<file path="config.mk">
export PLATFORM = sky130hd
export DESIGN_NAME = ledstring_frame_seq_flat
export DESIGN_NICKNAME = d
export VERILOG_FILES = /design/src/rtl/ledstring_frame_seq_if.sv /design/src/rtl/ledstring_frame_seq.sv /design/src/flat_wrapper.sv
export SDC_FILE = /design/constraint.sdc
export NUM_CORES = 1
export LEC_CHECK = 0
export CAP_MARGIN = 30
export CORE_AREA = 2 2 79 81
export DETAILED_ROUTE_END_ITERATION = 8
export DIE_AREA = 0 0 81 83
export GPL_ROUTABILITY_DRIVEN = 0
export PLACE_DENSITY = 0.74
export SYNTH_ARGS = -nofsm -noshare
export SYNTH_HDL_FRONTEND = slang
export SYNTH_SLANG_ARGS = --single-unit
</file>
<file path="constraint.sdc">
create_clock -name clk -period 1.8 [get_ports clk]
set_input_delay 0.36 -clock clk [delete_from_list [all_inputs] [get_ports clk]]
set_output_delay 0.36 -clock clk [all_outputs]
set_load 0.01 [all_outputs]
</file>
<file path="src/rtl/ledstring_frame_seq_if.sv">
// Word interface from the frame sequencer to the APA102-style ledstring serialiser.
// The master drives one word plus valid; the slave answers with a 1-cycle ack.
interface ledstring_frame_seq_if;
  logic       framing;
  logic       se_frame;
  logic [4:0] dat_glo;
  logic [7:0] dat_red;
  logic [7:0] dat_grn;
  logic [7:0] dat_blu;
  logic       valid;
  logic       ack;

  modport master (
    output framing, se_frame, dat_glo, dat_red, dat_grn, dat_blu, valid,
    input  ack
  );

  modport slave (
    input  framing, se_frame, dat_glo, dat_red, dat_grn, dat_blu, valid,
    output ack
  );
endinterface

</file>
<file path="src/rtl/ledstring_frame_seq.sv">
// Walks the pixel frame buffer and feeds ledstring one start frame, N_LEDS pixel
// words and END_WORDS end frames per refresh, optionally retriggering forever.
module ledstring_frame_seq #(
  parameter int N_LEDS    = 16,
  parameter int ADDR_W    = 8,
  parameter int END_WORDS = 1
) (
  input  logic                  clk,
  input  logic                  rst_n,
  input  logic                  start,
  input  logic                  continuous,
  input  logic [4:0]            glo,
  output logic [ADDR_W-1:0]     mem_addr,
  output logic                  mem_rd,
  input  logic [23:0]           mem_rdata,
  ledstring_frame_seq_if.master word_if,
  output logic                  busy,
  output logic                  done
);

  localparam int                END_W    = (END_WORDS > 1) ? $clog2(END_WORDS) : 1;
  localparam logic [ADDR_W-1:0] LAST_PIX = ADDR_W'(N_LEDS - 1);
  localparam logic [END_W-1:0]  LAST_END = END_W'(END_WORDS - 1);

  typedef enum logic [2:0] {
    S_IDLE, S_SOF, S_SOF_WAIT, S_FETCH, S_LOAD, S_PIX_WAIT, S_EOF, S_EOF_WAIT
  } state_t;

  // Every output is a flop; the FSM computes their next values alongside the state.
  typedef struct packed {
    logic              framing;
    logic              se_frame;
    logic [4:0]        glo;
    logic [23:0]       rgb;
    logic              valid;
    logic              mem_rd;
    logic [ADDR_W-1:0] mem_addr;
    logic              busy;
    logic              done;
  } out_t;

  state_t            r_state, w_state;
  logic [ADDR_W-1:0] r_pix,   w_pix;
  logic [END_W-1:0]  r_end,   w_end;
  out_t              r_out,   w_out;

  always_ff @(posedge clk or negedge rst_n) begin
    if (!rst_n) begin
      r_state <= S_IDLE;
      r_pix   <= '0;
      r_end   <= '0;
      r_out   <= '0;
    end else begin
      // NOTE: state flops take non-blocking assignments only; the combinational
      // block below uses blocking ones and assigns every target first, so no latches.
      r_state <= w_state;
      r_pix   <= w_pix;
      r_end   <= w_end;
      r_out   <= w_out;
    end
  end

  always_comb begin
    w_state      = r_state;
    w_pix        = r_pix;
    w_end        = r_end;
    w_out        = r_out;
    w_out.mem_rd = 1'b0;
    w_out.done   = 1'b0;

    unique case (r_state)
      S_IDLE: begin
        // continuous only matters in the done cycle, which is the first idle cycle
        if (start || (r_out.done && continuous)) begin
          w_out.glo  = glo;
          w_out.busy = 1'b1;
          w_pix      = '0;
          w_state    = S_SOF;
        end
      end
      S_SOF: begin
        w_out.framing  = 1'b1;
        w_out.se_frame = 1'b0;
        w_out.valid    = 1'b1;
        w_state        = S_SOF_WAIT;
      end
      S_SOF_WAIT: begin
        if (word_if.ack) begin
          w_out.valid = 1'b0;
          w_state     = S_FETCH;
        end
      end
      S_FETCH: begin
        w_state = S_LOAD;
      end
      S_LOAD: begin
        w_out.rgb     = mem_rdata;
        w_out.framing = 1'b0;
        w_out.valid   = 1'b1;
        w_state       = S_PIX_WAIT;
      end
      S_PIX_WAIT: begin
        if (word_if.ack) begin
          w_out.valid = 1'b0;
          if (r_pix == LAST_PIX) begin
            w_end   = '0;
            w_state = S_EOF;
          end else begin
            w_pix   = r_pix + 1'b1;
            w_state = S_FETCH;
          end
        end
      end
      S_EOF: begin
        w_out.framing  = 1'b1;
        w_out.se_frame = 1'b1;
        w_out.valid    = 1'b1;
        w_state        = S_EOF_WAIT;
      end
      S_EOF_WAIT: begin
        if (word_if.ack) begin
          w_out.valid = 1'b0;
          if (r_end == LAST_END) begin
            w_out.done = 1'b1;
            w_out.busy = 1'b0;
            w_state    = S_IDLE;
          end else begin
            w_end   = r_end + 1'b1;
            w_state = S_EOF;
          end
        end
      end
      default: w_state = S_IDLE;
    endcase

    // Read strobe and address are registered on entry so they are live during FETCH.
    if (w_state == S_FETCH) begin
      w_out.mem_rd   = 1'b1;
      w_out.mem_addr = w_pix;
    end
  end

  assign word_if.framing  = r_out.framing;
  assign word_if.se_frame = r_out.se_frame;
  assign word_if.dat_glo  = r_out.glo;
  assign word_if.dat_red  = r_out.rgb[23:16];
  assign word_if.dat_grn  = r_out.rgb[15:8];
  assign word_if.dat_blu  = r_out.rgb[7:0];
  assign word_if.valid    = r_out.valid;
  assign mem_addr         = r_out.mem_addr;
  assign mem_rd           = r_out.mem_rd;
  assign busy             = r_out.busy;
  assign done             = r_out.done;

endmodule

</file>
<file path="src/flat_wrapper.sv">
// flat-port wrapper written by rule: the top's interface ports become plain ports
module ledstring_frame_seq_flat 
#(
  parameter int N_LEDS    = 16,
  parameter int ADDR_W    = 8,
  parameter int END_WORDS = 1
)
  (clk, rst_n, start, continuous, glo, mem_addr, mem_rd, mem_rdata, busy, done, word_if_framing, word_if_se_frame, word_if_dat_glo, word_if_dat_red, word_if_dat_grn, word_if_dat_blu, word_if_valid, word_if_ack);
  ledstring_frame_seq_if word_if_i ();
  input  logic clk;
  input  logic rst_n;
  input  logic start;
  input  logic continuous;
  input  logic [4:0] glo;
  output logic [ADDR_W-1:0] mem_addr;
  output logic mem_rd;
  input  logic [23:0] mem_rdata;
  output logic busy;
  output logic done;
  output wire logic [$bits(word_if_i.framing)-1:0] word_if_framing;
  output wire logic [$bits(word_if_i.se_frame)-1:0] word_if_se_frame;
  output wire logic [$bits(word_if_i.dat_glo)-1:0] word_if_dat_glo;
  output wire logic [$bits(word_if_i.dat_red)-1:0] word_if_dat_red;
  output wire logic [$bits(word_if_i.dat_grn)-1:0] word_if_dat_grn;
  output wire logic [$bits(word_if_i.dat_blu)-1:0] word_if_dat_blu;
  output wire logic [$bits(word_if_i.valid)-1:0] word_if_valid;
  input wire logic [$bits(word_if_i.ack)-1:0] word_if_ack;
  assign word_if_framing = word_if_i.framing;
  assign word_if_se_frame = word_if_i.se_frame;
  assign word_if_dat_glo = word_if_i.dat_glo;
  assign word_if_dat_red = word_if_i.dat_red;
  assign word_if_dat_grn = word_if_i.dat_grn;
  assign word_if_dat_blu = word_if_i.dat_blu;
  assign word_if_valid = word_if_i.valid;
  assign word_if_i.ack = word_if_ack;
  ledstring_frame_seq #(.N_LEDS(N_LEDS), .ADDR_W(ADDR_W), .END_WORDS(END_WORDS)) u_core (.clk(clk), .rst_n(rst_n), .start(start), .continuous(continuous), .glo(glo), .mem_addr(mem_addr), .mem_rd(mem_rd), .mem_rdata(mem_rdata), .word_if(word_if_i), .busy(busy), .done(done));
endmodule
</file>
==> results.yml, run 1 <==
clock_tree:
  cts_tree: "done"
  cts.path.max_buffers: 2
  htreeDepth: 2
  cts_made_buffers: 5
  clock_latency_ps: 300
  clk_pin_slew_worst_paths_ps: 90
  clock-sinks: 54
  cts-root-buf: "clkbuf_8"
final_layout:
  drive_gt1_frac: 0.3039
  fillers: 503
  final_cell_mix: "clkdlybuf4s50_1 (74), dfrtp_1 (53), mux2_2 (29), buf_4 (29), mux2_4 (8)"
  final_common_cell: "clkdlybuf4s50_1"
  multi_input_area_um2: 927.1
  fin_nets: 318
  areaGrowthSynthToFinish_pct: 50.11
  antenna_cells: 0
  seqCellArea_um2: 1353
  fin_area_um2: 3520
synthesis:
  synth_cell_types: 40
  synthCells: 175
  ys.flop_type: "dfrtp_1"
  synth-seq-area-share: 0.5763
  syn_avg_cell_area_um2: 13.40
  synthArstFlopShare: 1.000
  synth-seq-cells: 54
  synth_edf_count: 0
  synth_nets: 210
  syn_area_um2: 2345
  synth_warnings: 0
timing:
  post-route-period-util: 1.070
  maxSlewViolCount: 0
  slew_headroom: 0.6652
  setup_ws_ps: -126.3
  finalSetupViolations: 8
  tns_ps: -982.5
  rsz0062_at_grt: "yes"
  finClkSkew_ps: 4.301
  finalHoldViolCount: 0
  clock.fmax_mhz: 519.1
  finalCriticalPeriod_ps: 1926
  tightest_slew_ps: 502.1
placed_design:
  place_area_um2: 3412
  port_buffers: 76
  dp_hpwl_mm: 3.789
critical_path:
  cp_slowest_cell: "dfrtp_1"
  r2r_slack_ps: -130
  critPathMaxStageDelay_ps: 410
  path_class: "reg -> reg"
  worstSetupEndpointType: "register"
  cp.required_ps: 1990
  path_max_fanout: 7
  crit_arrival_ps: 2120
  path_cells: "nor4_4, a41o_1, a211oi_1, o21a_1, buf_12, mux2_4"
  worstSetupStartpointType: "register"
route:
  avgRoutedWirePerCell_um: 14.29
  dr.pass1.iters: 4
  routed_wl_mm: 5.117
  drt_iter0_markers: 64
  via_count: 1799
  viasPerCell: 5.025
  ant_nets: 0
  drc: 0
run_status:
  status: "finished with violations"
  violations: "setup timing"
floorplanning:
  die-area_um2: 6723
  start_util: 0.4032
  coreArea_um2: 5816
  rows: 28
  die_w_um: 81
  ios: 77
  die_y_um: 83
job:
  drv_cap: 0
power_and_ir_drop:
  p_per_area_nw_per_um2: 1477
  p_leak_nw: 1.528
  ir_drop_mv: 0.8281
grt:
  first_global_vias: 1909
  grt_antenna_before_repair: 0
  grt_first_pass_wirelength_mm: 8.749
  grt_usage: 0.1648
  grt_max_degree: 35
  globalRouteOverflowTotal: 0
min_path:
  hp-class: "in -> async"
worst paths after layout:
kind,startpoint,to,depth (start not counted)
max,u_core.r_pix[6]$_DFF_PN0_,u_core.mem_addr[7]$_DFFE_PN0N_,6
min,rst_n,u_core.word_if.dat_blu[2]$_DFFE_PN0P_,1
max reg2reg,u_core.r_pix[6]$_DFF_PN0_,u_core.mem_addr[7]$_DFFE_PN0N_,6
min reg2reg,u_core.word_if.dat_grn[7]$_DFFE_PN0P_,u_core.word_if.dat_grn[7]$_DFFE_PN0P_,1
max in group asynchronous,rst_n,u_core.r_pix[0]$_DFF_PN0_,2
min in group clk,u_core.word_if.dat_grn[7]$_DFFE_PN0P_,u_core.word_if.dat_grn[7]$_DFFE_PN0P_,1
through the flow:
step           total power [mW]  utilization  setup slack, ps  std cells  hold slack [ps]
2_1_floorplan             3.234            -           -101.4        175            64.41
5_1_grt                   5.551       0.6052           -197.7        358            54.46
6_report                  5.197       0.6052           -126.3        358            16.99
4_1_cts                   5.277       0.6033           -121.6        357            24.72
3_3_place_gp              4.537       0.5867           -468.2        349            355.2
3_5_place_dp              4.600       0.5867           -495.2        349            361.7
power by group:
group	total (mW)	internal, mW	switching (mW)
Combinational	2.63	1.59	1.03
Clock	0.636	0.269	0.367
Sequential	1.93	1.69	0.246
sequential cells by signal (all words and copies together) (netlist names), 3 cells and up:
name	flops
u_core.r_pix	8
u_core.r_state	3
u_core.word_if.dat_grn	8
u_core.word_if.dat_glo	5
u_core.word_if.dat_blu	8
u_core.mem_addr	8
u_core.word_if.dat_red	8
logic make-up (layout without fill, tap and decap cells):
logic type	after synthesis	after routing	synth area share
DFF	54	54	0.5763
muxes	39	39	0.1990
and+or+nand+nor	32	32	0.08272
AOI/OAI and AO/OA	31	31	0.08859
buffers and inverters	15	123	0.03682
xor gates and xnor gates	3	3	0.01121
adders and majority gates	1	1	0.005335
layer usage:
layer,up-vias,GRT usage,wire (µm)
li1,845,-,-
met1,878,0.2073,2209
met2,63,0.2645,2474
met3,13,0.05978,336
met4,0,0.04777,97
met5,-,0,0
repair_timing:
action / in CTS / in global routing
endpoints found under the setup margin: 8 / 9
hold buffers: 0 / 0
pin swaps: 4 / 1
gates resized for setup: 4 / 1
buffers inserted: 1 / 1
Yosys cell counts (2+ instances only):
master	count	share of area
a211oi_1	3	0.0096
a21oi_1	7	0.015
a22o_1	2	0.0075
and4_1	2	0.0075
buf_2	3	0.0064
buf_6	3	0.014
dfrtp_1	54	0.58
inv_1	7	0.011
mux2_2	29	0.14
mux2_4	8	0.051
mux2i_1	2	0.0085
nand2_1	7	0.011
nand3_1	3	0.0064
nand4_1	2	0.0053
nor2_1	3	0.0048
nor3_1	6	0.013
o21a_1	2	0.0064
o21ai_0	6	0.013
o22ai_1	3	0.0080
or3_1	2	0.0053
xor2_1	2	0.0075
critical path: cells and delay by family, from the launching register on:
kind                   cells  cell delay (ps)
AO/OA/AOI/OAI              3              550
buffers and inverters      1              160
flip-flops                 1              410
multiplexers               1              290
AND/OR/NAND/NOR            1              410
final cells by class:
type | count | area share
clock buffers | 7 | 0.02169
repair buffers | 109 | 0.2965
inverters | 7 | 0.007465
flip-flops and latches | 54 | 0.3843
well taps | 75 | 0.02666
multi-input cells | 106 | 0.2634
Note: power is estimated with default switching activity, not from simulation.
==> run 2: changes to the inputs <==
Settings changed: CAP_MARGIN 30 to not set.
==> results of run 2 <==
Same layout as run 1: the final DEF is identical, and so are final timing and power.
==> run 3: changes to the inputs <==
Settings changed: CELL_PAD_IN_SITES_DETAIL_PLACEMENT set to 0, CELL_PAD_IN_SITES_GLOBAL_PLACEMENT set to 1, CORE_AREA 2 2 79 81 to 2 2 89 91, DIE_AREA 0 0 81 83 to 0 0 91 93, PLACE_DENSITY 0.74 to not set, PLACE_DENSITY_LB_ADDON set to 0.1.
==> results.yml, run 3 (synthesized netlist as in run 1, its figures left out) <==
power_and_ir_drop:
  p_per_area_nw_per_um2: 1510
  pwr-share-clk: 0.154
  ir_drop_mv: 0.6802
  internal-power_mw: 3.736
  switching_power_mw: 1.669
  p_comb_frac: 0.491
  power_frac_seq: 0.355
  netSwitchingFraction: 0.3088
  p_leak_nw: 1.549
critical_path:
  r2r_start: "u_core.r_pix[6]$_DFF_PN0_"
  cp.required_ps: 1990
  reg2reg_depth: 6
  path_class: "reg -> reg"
  path_max_fanout: 9
  r2r_slack_ps: -100
  crit_arrival_ps: 2090
  worstSetupStartpointType: "register"
  worstSetupEndpointType: "register"
  critPathCapture: "u_core.mem_addr[4]$_DFFE_PN0N_"
  critPathLaunch: "u_core.r_pix[6]$_DFF_PN0_"
  reg2reg_to: "u_core.mem_addr[4]$_DFFE_PN0N_"
floorplanning:
  die-area_um2: 8463
  start_util: 0.3115
  die_w_um: 91
  ios: 77
  rows: 32
  die_y_um: 93
  coreArea_um2: 7527
clock_tree:
  clock_latency_ps: 300
  cts-root-buf: "clkbuf_8"
  cts_tree: "done"
  clk_pin_slew_worst_paths_ps: 100
  cts.path.max_buffers: 2
  clock-sinks: 54
  cts_made_buffers: 5
  htreeDepth: 2
grt:
  grt_max_degree: 55
  grt_first_pass_wirelength_mm: 9.183
  first_global_vias: 1865
  grt_util_met2: 0.2173
  use_met3: 0.04271
  grt_usage: 0.1338
  met1_usage: 0.1706
  grt_antenna_before_repair: 0
  grt_most_used_layer: "met2"
  globalRouteOverflowTotal: 0
final_layout:
  final_common_cell: "clkdlybuf4s50_1"
  stdcell_count: 385
  drive_gt1_frac: 0.3074
  areaGrowthSynthToFinish_pct: 52.61
  fillers: 724
  fin_nets: 318
  antenna_cells: 0
  final_cell_mix: "clkdlybuf4s50_1 (75), dfrtp_1 (54), buf_4 (30), mux2_2 (29), mux2_4 (8)"
route:
  via_count: 1764
  drc: 0
  ant_nets: 0
  viasPerCell: 4.582
  routed_wl_mm: 5.298
  avgRoutedWirePerCell_um: 13.76
  dr.pass1.iters: 4
  drt_iter0_markers: 67
timing:
  maxSlewViolCount: 0
  clock.fmax_mhz: 527.7
  finalHoldViolCount: 0
  finalSetupViolations: 8
  hold_ws_ps: 32.57
  tns_ps: -700.4
  finalCriticalPeriod_ps: 1895
  post-route-period-util: 1.053
  setup_ws_ps: -95.18
  finClkSkew_ps: 8.427
  rsz0062_at_grt: "yes"
  tightest_slew_ps: 358.2
  slew_headroom: 0.7594
placed_design:
  dp_hpwl_mm: 3.798
  placed_cells: 377
  port_buffers: 76
min_path:
  hp-class: "in -> async"
run_status:
  status: "finished with violations"
  violations: "setup timing"
job:
  drv_cap: 0
## run 3: cell count changes in the layout (fill, tap and decap cells not counted)
cell	delta
dfrtp_2	-1
dlygate4sd2_1	-1
buf_6	-1
a211oi_2	+1
buf_4	+1
clkbuf_8	+1
ha_1	+1
bufinv_16	+1
ha_4	-1
a211oi_1	-1
clkdlybuf4s50_1	+1
clkbuf_1	-2
dfrtp_1	+1
## run 3: power by group through the flow
stage / Clock (mW) / Sequential, mW / Combinational, mW
floorplan: 0 / 2.15 / 1.09
global placement: 0 / 1.93 / 2.68
detailed placement: 0 / 1.95 / 2.67
CTS: 0.879 / 1.93 / 2.69
global route: 0.909 / 1.99 / 2.88
finish: 0.835 / 1.92 / 2.65
## run 3: final cells by class
cell class / instances / area (µm²) / share of cell area
Clock buffer: 6 / 82.58 / 0.02308
Clock inverter: 1 / 30.03 / 0.008392
Inverter: 7 / 26.28 / 0.007343
Multi-Input combinational cell: 106 / 919.6 / 0.2570
Sequential cell: 54 / 1351 / 0.3776
Tap cell: 102 / 127.6 / 0.03566
Timing Repair Buffer: 109 / 1041 / 0.2909
## run 3: per-stage QoR
stage / total power, mW / util / instance area [µm²] / setup slack, ps
6_report: 5.405 / 0.4754 / 3578 / -95.18
5_1_grt: 5.773 / 0.4754 / 3578 / -193.4
4_1_cts: 5.492 / 0.4747 / 3573 / -103.3
3_5_place_dp: 4.615 / 0.4588 / 3453 / -430.6
3_3_place_gp: 4.611 / 0.4588 / 3453 / -411.5
2_1_floorplan: 3.234 / - / 2349 / -101.4
## run 3: routing by layer
| metal | part of all wire | vias up |
|---|---|---|
| li1 | - | 842 |
| met1 | 0.44 | 869 |
| met2 | 0.49 | 47 |
| met3 | 0.060 | 6 |
| met4 | 0.011 | 0 |
| met5 | 0 | - |
## run 3: timing repair
item	CTS	global route
endpoints found under the setup margin	8	8
hold buffers	0	0
pin swaps	3	0
setup buffers	1	0
gates resized for setup	0	1
## run 3: critical path, stage by stage, from the launching register on
cell	delay [ps]
dfrtp_1	420
nor4_4	380
a41o_1	260
a211oi_2	80
o21a_1	200
buf_12	150
mux2_4	290
## run 3: how the worst min path moves through the flow
stage / start / end / slack, ps / depth (start not counted)
finish: rst_n / u_core.r_state[1]$_DFF_PN0_ / 30 / 2
global route: rst_n / u_core.r_state[1]$_DFF_PN0_ / 40 / 2
CTS: rst_n / u_core.r_state[1]$_DFF_PN0_ / 40 / 2
detailed placement: rst_n / u_core.word_if.se_frame$_DFFE_PN0P_ / 380 / 2
global placement: rst_n / u_core.word_if.framing$_DFFE_PN0P_ / 380 / 2
floorplan: rst_n / u_core.busy$_DFFE_PN0P_ / 60 / 0
